[src/rtl/mdom_wvb_hdr_packer.sv]
// Header FIFO feeding a word serializer: wide header bundles are queued and
// emitted as N_WORDS valid/ready words with first/last markers.
module mdom_wvb_hdr_packer #(
   parameter int unsigned HDR_W     = 104,
   parameter int unsigned WORD_W    = 16,
   parameter int unsigned DEPTH     = 4,
   parameter int unsigned MSW_FIRST = 1,
   localparam int unsigned N_WORDS  = (HDR_W + WORD_W - 1) / WORD_W,
   localparam int unsigned CNT_W    = $clog2(DEPTH) + 1
) (
   input  logic              clk,
   input  logic              rst_n,
   input  logic [HDR_W-1:0]  hdr_in,
   input  logic              hdr_valid,
   output logic              hdr_rdy,
   output logic [WORD_W-1:0] dout,
   output logic              dout_valid,
   input  logic              dout_rdy,
   output logic              dout_first,
   output logic              dout_last,
   output logic [CNT_W-1:0]  hdr_cnt
);

   localparam int unsigned PAD_W = N_WORDS * WORD_W;
   localparam int unsigned PTR_W = $clog2(DEPTH);
   localparam int unsigned IDX_W = (N_WORDS > 1) ? $clog2(N_WORDS) : 1;
   localparam logic [IDX_W-1:0] LAST_IDX = IDX_W'(N_WORDS - 1);

   typedef enum logic {IDLE, SEND} state_t;

   state_t            state, state_nxt;
   logic [PAD_W-1:0]  fifo_mem [DEPTH];
   logic [PTR_W-1:0]  wr_ptr, rd_ptr;
   logic [PAD_W-1:0]  shreg;
   logic [IDX_W-1:0]  idx;
   logic              rdy_en;
   logic              push, pop, xfer, at_last;
   logic [WORD_W-1:0] word_sel;

   // rdy_en keeps hdr_rdy low until the first edge after reset release
   assign hdr_rdy = rdy_en && (hdr_cnt < CNT_W'(DEPTH));
   assign push    = hdr_valid && hdr_rdy;
   assign at_last = (idx == LAST_IDX);
   assign xfer    = (state == SEND) && dout_rdy;
   assign pop     = (hdr_cnt != '0) && ((state == IDLE) || (xfer && at_last));

   always_ff @(posedge clk or negedge rst_n) begin
      if (!rst_n) state <= IDLE;
      else        state <= state_nxt;
   end

   always_comb begin
      state_nxt = state;
      unique case (state)
         IDLE: if (hdr_cnt != '0) state_nxt = SEND;
         SEND: if (xfer && at_last && (hdr_cnt == '0)) state_nxt = IDLE;
         default: state_nxt = IDLE;
      endcase
   end

   always_comb begin
      word_sel = '0;
      for (int unsigned k = 0; k < N_WORDS; k++) begin
         if (idx == IDX_W'(k)) begin
            word_sel = (MSW_FIRST != 0) ? shreg[(N_WORDS-1-k)*WORD_W +: WORD_W]
                                        : shreg[k*WORD_W +: WORD_W];
         end
      end
      dout_valid = (state == SEND);
      dout_first = dout_valid && (idx == '0);
      dout_last  = dout_valid && at_last;
      dout       = dout_valid ? word_sel : '0;
   end

   always_ff @(posedge clk or negedge rst_n) begin
      if (!rst_n) begin
         rdy_en  <= 1'b0;
         wr_ptr  <= '0;
         rd_ptr  <= '0;
         hdr_cnt <= '0;
         shreg   <= '0;
         idx     <= '0;
      end else begin
         rdy_en <= 1'b1;
         if (push) wr_ptr <= wr_ptr + PTR_W'(1);
         if (pop) begin
            rd_ptr <= rd_ptr + PTR_W'(1);
            shreg  <= fifo_mem[rd_ptr];
            idx    <= '0;
         end else if (xfer) begin
            idx <= idx + IDX_W'(1);
         end
         unique case ({push, pop})
            2'b10:   hdr_cnt <= hdr_cnt + CNT_W'(1);
            2'b01:   hdr_cnt <= hdr_cnt - CNT_W'(1);
            default: hdr_cnt <= hdr_cnt;
         endcase
      end
   end

   always_ff @(posedge clk) begin
      if (push) fifo_mem[wr_ptr] <= PAD_W'(hdr_in);
   end

endmodule

[config.mk]
export PLATFORM = sky130hd
export DESIGN_NAME = mdom_wvb_hdr_packer
export DESIGN_NICKNAME = d
export VERILOG_FILES = /design/src/rtl/mdom_wvb_hdr_packer.sv
export SDC_FILE = /design/constraint.sdc
export NUM_CORES = 1
export LEC_CHECK = 0
export ABC_AREA = 1
export CORE_UTILIZATION = 44
export CTS_BUF_LIST = sky130_fd_sc_hd__clkbuf_16
export DETAILED_ROUTE_END_ITERATION = 8
export PLACE_DENSITY_LB_ADDON = 0.2
export SLEW_MARGIN = 20
export SYNTH_ARGS = -nofsm -noshare
export SYNTH_HDL_FRONTEND = slang
export SYNTH_SLANG_ARGS = --single-unit
export TNS_END_PERCENT = 5
[constraint.sdc]
create_clock -name clk -period 6.34 [get_ports clk]
set_clock_uncertainty 0.15 [all_clocks]
set_input_delay 0.634 -clock clk [delete_from_list [all_inputs] [get_ports clk]]
set_output_delay 0.634 -clock clk [all_outputs]
set_load 0.03 [all_outputs]
# Word-level counts from Yosys, hierarchy flattened

Memories as Yosys holds them, arrays and structs flattened. A register that Yosys moved wholly into a read port is not among the register bits.
Cells that the tools add are included.

Register bits after elaboration: 124
Bits in writable memories: 416
Output and inout bits: 23
Memories kept: 1

Add/sub/neg operators: 5
Order comparisons: 1
Equal/unequal tests: 8
Muxes and demuxes: 16
Bitwise gates (word level): 1
Reduce and logical (&&, ||, !) cells: 15

Memories:

| name     | depth | width | rd ports | clocked after Yosys merged registers in | wr ports | line | text |
|---|---|---|---|---|---|---|---|
| fifo_mem | 4     | 104   | 1        | 1                                       | 1        | 32   | `logic [PAD_W-1:0] fifo_mem [DEPTH];` |

Operator list:

| kind                                                                  | number |
|---|---|
| 16-bit two-way mux                                                    | 8 |
| 3-bit equality test, second input constant                            | 3 |
| 1-bit logical AND                                                     | 8 |
| 3-bit by 1-bit adder with 3-bit output, second input constant         | 2 |
| 3-bit by 2-bit equality test with 1-bit output, second input constant | 2 |
| 3-bit logical NOT                                                     | 2 |
| 3-bit two-way mux                                                     | 2 |
| 3-bit case mux with 2 select lines                                    | 1 |
| 2-bit by 1-bit adder with 2-bit output, second input constant         | 2 |
| 1-bit two-way mux                                                     | 4 |
| 2-bit nonzero test                                                    | 2 |
| 3-bit by 1-bit equality test with 1-bit output, second input constant | 1 |
| 3-bit < comparator, second input constant                             | 1 |
| 3-bit nonzero test                                                    | 1 |
| 3-bit by 1-bit subtractor with 3-bit output, second input constant    | 1 |
| 2-bit by 1-bit equality test with 1-bit output, second input constant | 1 |
| 2-bit equality test, second input constant                            | 1 |
| 1-bit case mux with 2 select lines                                    | 1 |
| 1-bit logical NOT                                                     | 1 |
| 1-bit logical OR                                                      | 1 |
| 1-bit inverter                                                        | 1 |

# Longest topological paths before layout

Word-level depth: 9
Mapped depth: 16
Gate-level depth less buffers: 13

# Worst setup path after synthesis

OpenSTA, ideal clock, no wires.

Path kind: flip-flop to flip-flop
Start: register hdr_cnt[2]
End: memory fifo_mem[0][0] (netlist name) (enable)
Arrival time: 5686 ps
Required time: 5622 ps
Setup slack: -65 ps
Stages on the path, launching flop included: 4
Path through: dfrtp_1 > nor2_1 > nand2_1 > nor2_1

Longest elaborated chain between the ends: 5

Ends and longest elaborated chain:

| item                                    | line | text |
|---|---|---|
| start, declared                         | 21   | `output logic [CNT_W-1:0] hdr_cnt` |
| start signal, assigned                  | 94   | `2'b10: hdr_cnt <= hdr_cnt + CNT_W'(1);` |
| start signal, assigned                  | 95   | `2'b01: hdr_cnt <= hdr_cnt - CNT_W'(1);` |
| start signal, assigned                  | 96   | `default: hdr_cnt <= hdr_cnt;` |
| 3-bit < comparator                      | 41   | `assign hdr_rdy = rdy_en && (hdr_cnt < CNT_W'(DEPTH));` |
| 1-bit logical AND                       | 41   |  |
| named net hdr_rdy                       | 15   | `output logic hdr_rdy,` |
| 1-bit logical AND                       | 42   | `assign push = hdr_valid && hdr_rdy;` |
| 1-bit two-way mux                       | 102  | `if (push) fifo_mem[wr_ptr] <= PAD_W'(hdr_in);` |
| 1-bit two-way mux (not written as such) | 102  |  |
| end, declared                           | 32   |  |

The timed path passes the listed nets, and every way through them passes these cells.

# Final worst setup path

Start: register idx[1]
End: output dout[14]

Longest elaborated chain between the ends: 9
Elaborated cells between the ends (all ways): 15
Classes of those cells: eq/ne (6); mux (8); reduce/logical (1)

Ends and longest elaborated chain:

| item                            | line | text |
|---|---|---|
| start, declared                 | 35   | `logic [IDX_W-1:0] idx;` |
| start signal, assigned          | 91   | `idx <= idx + IDX_W'(1);` |
| 3-bit logical NOT               | 64   | `if (idx == IDX_W'(k)) begin` |
| 16-bit two-way mux (6 in a row) | 64   |  |
| 16-bit two-way mux (*)          | 64   |  |
| 16-bit two-way mux (*)          | 72   | `dout = dout_valid ? word_sel : '0;` |
| end, declared                   | 16   | `output logic [WORD_W-1:0] dout,` |

Every way passes the cells marked *; elsewhere a longest branch is shown, timed or not.

==> run summary <==
The run finished with clean final reports. The die is 222 um tall. The tools report the launching element type of the critical path as a flop. The start-to-end type of the worst setup path was flop to primary output.

For the number of antenna violations at the first check in global routing, the log shows 1. The share of synthesized flip-flops with an asynchronous set or reset came out at 0.218. Largest fanout on the critical path: 25. The number of CTS-inserted buffers is 55, and the internal cell power is 7.19 mW. The headroom to the max-slew limit was 0.300; the fraction of power spent switching nets was 0.356. The run gives 21200 um^2 as the mapped cell area. Once the clock tree was built, the setup fixing pass inserted 0 buffers. For the count of endpoints failing hold in the final timing report, the log shows 0. The sequential cells in the finished layout cover a total of 15400 um^2. The fraction of synthesized area in multiplexers is 0.

Detailed placement finished with a half-perimeter wire length of 29.4 mm. Area share of xor/xnor cells in the synthesized design: 0.00165. Final design utilization: 0.518. The final critical-path required period is 4.62 ns. The complex-gate fraction of the synthesized area works out to 0.113. Setup slack on the worst reg-to-reg path comes out at 2.84 ns. At the end of routability-driven placement, the weighted congestion stood at 0.897. For the worst-skew pair, the clock arrives at the later sink with an insertion delay of 0.60 ns.

The path class of the tightest hold or removal check is flop to flop. STA puts the critical path data arrival time at 3.84 ns. The run gives 135 as the largest net degree at the start of global routing. The portion of total power attributed to combinational logic was 0.305; the flip-flop and latch count after synthesis was 532. Counting every instance in the synthesized netlist gives 1794. The tools report the via count of the first global-routing pass as 12809. The top cell type by total area after synthesis is edfxtp_1.

The dominant combinational cell family by area after synthesis was compound AO/OA/AOI/OAI gates. Once detail routing completed, the nets flagged for antenna violations numbered 0. The leakage dissipation was 8.84 nW.

The tool flagged a number of max-cap violations equal to 0. The area growth from synthesis to layout is 16.2%, and the horizontal die dimension is 222 um. The area share of and/or/nand/nor cells after synthesis works out to 0.103.

The total area inside the core boundary comes to 47600 um^2. The part of the cycle the worst path needs came out at 0.729. The tools report the final global-route overflow total as 0.

The clock passes through at most 3 buffers. The number of flops mapped to enable cells by yosys was 416; the final net count was 2006. Initial core utilization: 0.446. After synthesis, the cell types taking the most area are edfxtp_1 (59%), dfrtp_1 (14%), o21ai_0 (6.5%). The clock sink total came out at 532. The proportion of power drawn by the clock network came out at 0.284.

The number of standard-cell rows in the floorplan came out at 80. In this run the clock root is driven by a clkbuf_16. The run gives 2 as the number of H-tree levels.

The area enclosed by the die boundary came out at 49200 um^2. The number of vias per cell after detailed routing was 5.29. At the pin with the least slew margin, the transition time is 1.05 ns.

In the synthesized netlist, the cells that appear most often are edfxtp_1 (416), nor2_1 (357), o21ai_0 (275). Summing over every cut layer, the via total after detailed routing is 13489. The area of the multi-input gates was 4790 um^2; the share of post-route cells with drive strength above 1 was 0.0616.

After clock tree synthesis, the clock-pin slew on the worst setup and hold paths is 0.06 ns. The arithmetic-cell share of the synthesized area counting full adders, half adders and majority gates is 0.00683. The total power per unit cell area came out at 452 nW/um^2.

Most common cell in the netlist: edfxtp_1. The dominant register cell in the synthesized netlist was edfxtp_1. The number of nets handed over by synthesis was 1913. Total number of yosys warnings: 0. At the worst endpoint, the required time is 5.56 ns.

The fraction of the yosys area taken by sequential cells is 0.725, and the count of different cell masters after synthesis is 28. The number of port buffers was 130; the total power after layout was 11.2 mW. After the first detailed-routing iteration, the DRC count stood at 1105.

The number of failing setup endpoints in the final timing report was 0; the first-pass GRT wire length was 77.0 mm. The average cell area after synthesis is 11.8 um^2. The post-detailed-route DRC marker count is 0.

Setup repair after global routing left no endpoint under its margin. The total global routing track utilization is 0.206, and the power share of the sequential group is 0.411. The number of optimization iterations in the first detailed-route pass came out at 5. TritonCTS built the clock tree.

The proportion of netlist area held by the largest area contributor is 0.588, and the maximum clock rate is 0.216 GHz. After filler insertion, the fill cell instance count of the layout stands at 4098. The total count of max-transition violations in the final report is 0, and the net switching power is 3.97 mW.

The total wire length came out at 50.6 mm. The tools report the worst supply voltage drop on vdd as 0.000227 V. STA classifies the critical path endpoint as a primary output. The per-cell routed wire length was 19.9 um; the number of top-level pins was 131.
-- power groups by stage --
| stage | clock network [mW] | logic [mW] | registers, mW |
|---|---|---|---|
| finish | 3.17 | 3.40 | 4.59 |
| global route | 3.35 | 3.77 | 4.65 |
| CTS | 3.23 | 3.43 | 4.59 |
| detailed placement | 0 | 3.41 | 4.66 |
| global placement | 0 | 3.35 | 4.66 |
| floorplan | 0 | 2.39 | 4.48 |
-- critical path, stage by stage (launching register included) --
cell	delay, ns
dfrtp_1	0.40
inv_1	0.11
ha_1	0.52
nand2_1	0.67
o21ai_0	0.42
inv_1	0.08
a21oi_1	0.29
clkdlybuf4s50_1	0.75
-- through the flow --
step,hold slack (ns),instance area [um^2],cells,setup slack (ns),TNS [ns]
after floorplan,0.188,21200,1794,-0.0647,-26.93
after global placement,0.346,22900,2444,2.34,0
after detailed placement,0.360,22900,2444,2.27,0
after CTS,0.373,24700,2547,1.58,0
after global routing,0.403,24700,2548,1.42,0
final,0.367,24700,2548,1.72,0
-- sequential cells by signal, indices dropped and copies added (netlist names) --
| signal | count |
|---|---|
| fifo_mem | 416 |
| hdr_cnt | 3 |
| dout_valid | 1 |
| shreg | 104 |
| idx | 3 |
| rdy_en | 1 |
| rd_ptr | 2 |
| wr_ptr | 2 |
-- logic make-up after synthesis --
kind of cell | Yosys count
compound gates | 453
xor+xnor | 4
fa+ha+maj | 11
buf+inv | 231
flops | 532
other cells | 1
simple gates | 562
-- path summary, 6_finish.rpt --
check	from	end	depth (start not counted)
min reg2reg	shreg[96]	shreg[96]	2
max in group asynchronous	rst_n	rd_ptr[0]	3
min in group asynchronous	rst_n	shreg[19]	2
max reg2reg	idx[0]	shreg[29]	9
min	shreg[96]	shreg[96]	2
max	idx[1]	dout[14]	7
-- routing by layer --
layer | vias up | global-route usage | wire [um]
met1 | 6642 | 0.292 | 23100
met2 | 333 | 0.326 | 23800
met3 | 69 | 0.0298 | 2430
met4 | 0 | 0.0697 | 1250
met5 | - | 0 | 0
li1 | 6445 | - | -
-- repair_timing --
action | 4_1_cts | 5_1_grt
hold buffers | 1 | 0
hold endpoints to repair | 20 | 0
setup endpoints to repair | 0 | 0
gates resized for setup | 0 | 0
-- area by class of cell --
class / count / area share
well taps: 615 / 0.0312
clock buffers: 56 / 0.0568
multi-input cells: 1031 / 0.194
flip-flops and latches: 532 / 0.624
inverters: 122 / 0.0189
diodes: 1 / 0.000101
clock inverters: 46 / 0.0158
repair buffers: 145 / 0.0593
-- cell usage in the layout, fill, tap and decap left out, drive strengths merged --
cell / netlist / final
edfxtp: 416 / 416
nor2: 359 / 359
o21ai: 315 / 315
nand2: 167 / 167
inv: 122 / 130
clkdlybuf4s50: 0 / 129
dfrtp: 116 / 116
o22ai: 65 / 65
clkbuf: 34 / 56
a31oi: 40 / 40
nand3: 34 / 34
a21oi: 33 / 33
clkinv: 0 / 29
buf: 75 / 15
ha: 10 / 10
bufinv: 0 / 6
xor2: 3 / 3
clkinvlp: 0 / 3
diode: 0 / 1
nor3: 1 / 1
nand4: 1 / 1
xnor2: 1 / 1
fa: 1 / 1
dlygate4sd3: 0 / 1
conb: 1 / 1
Power figures use the tool's default switching activity.
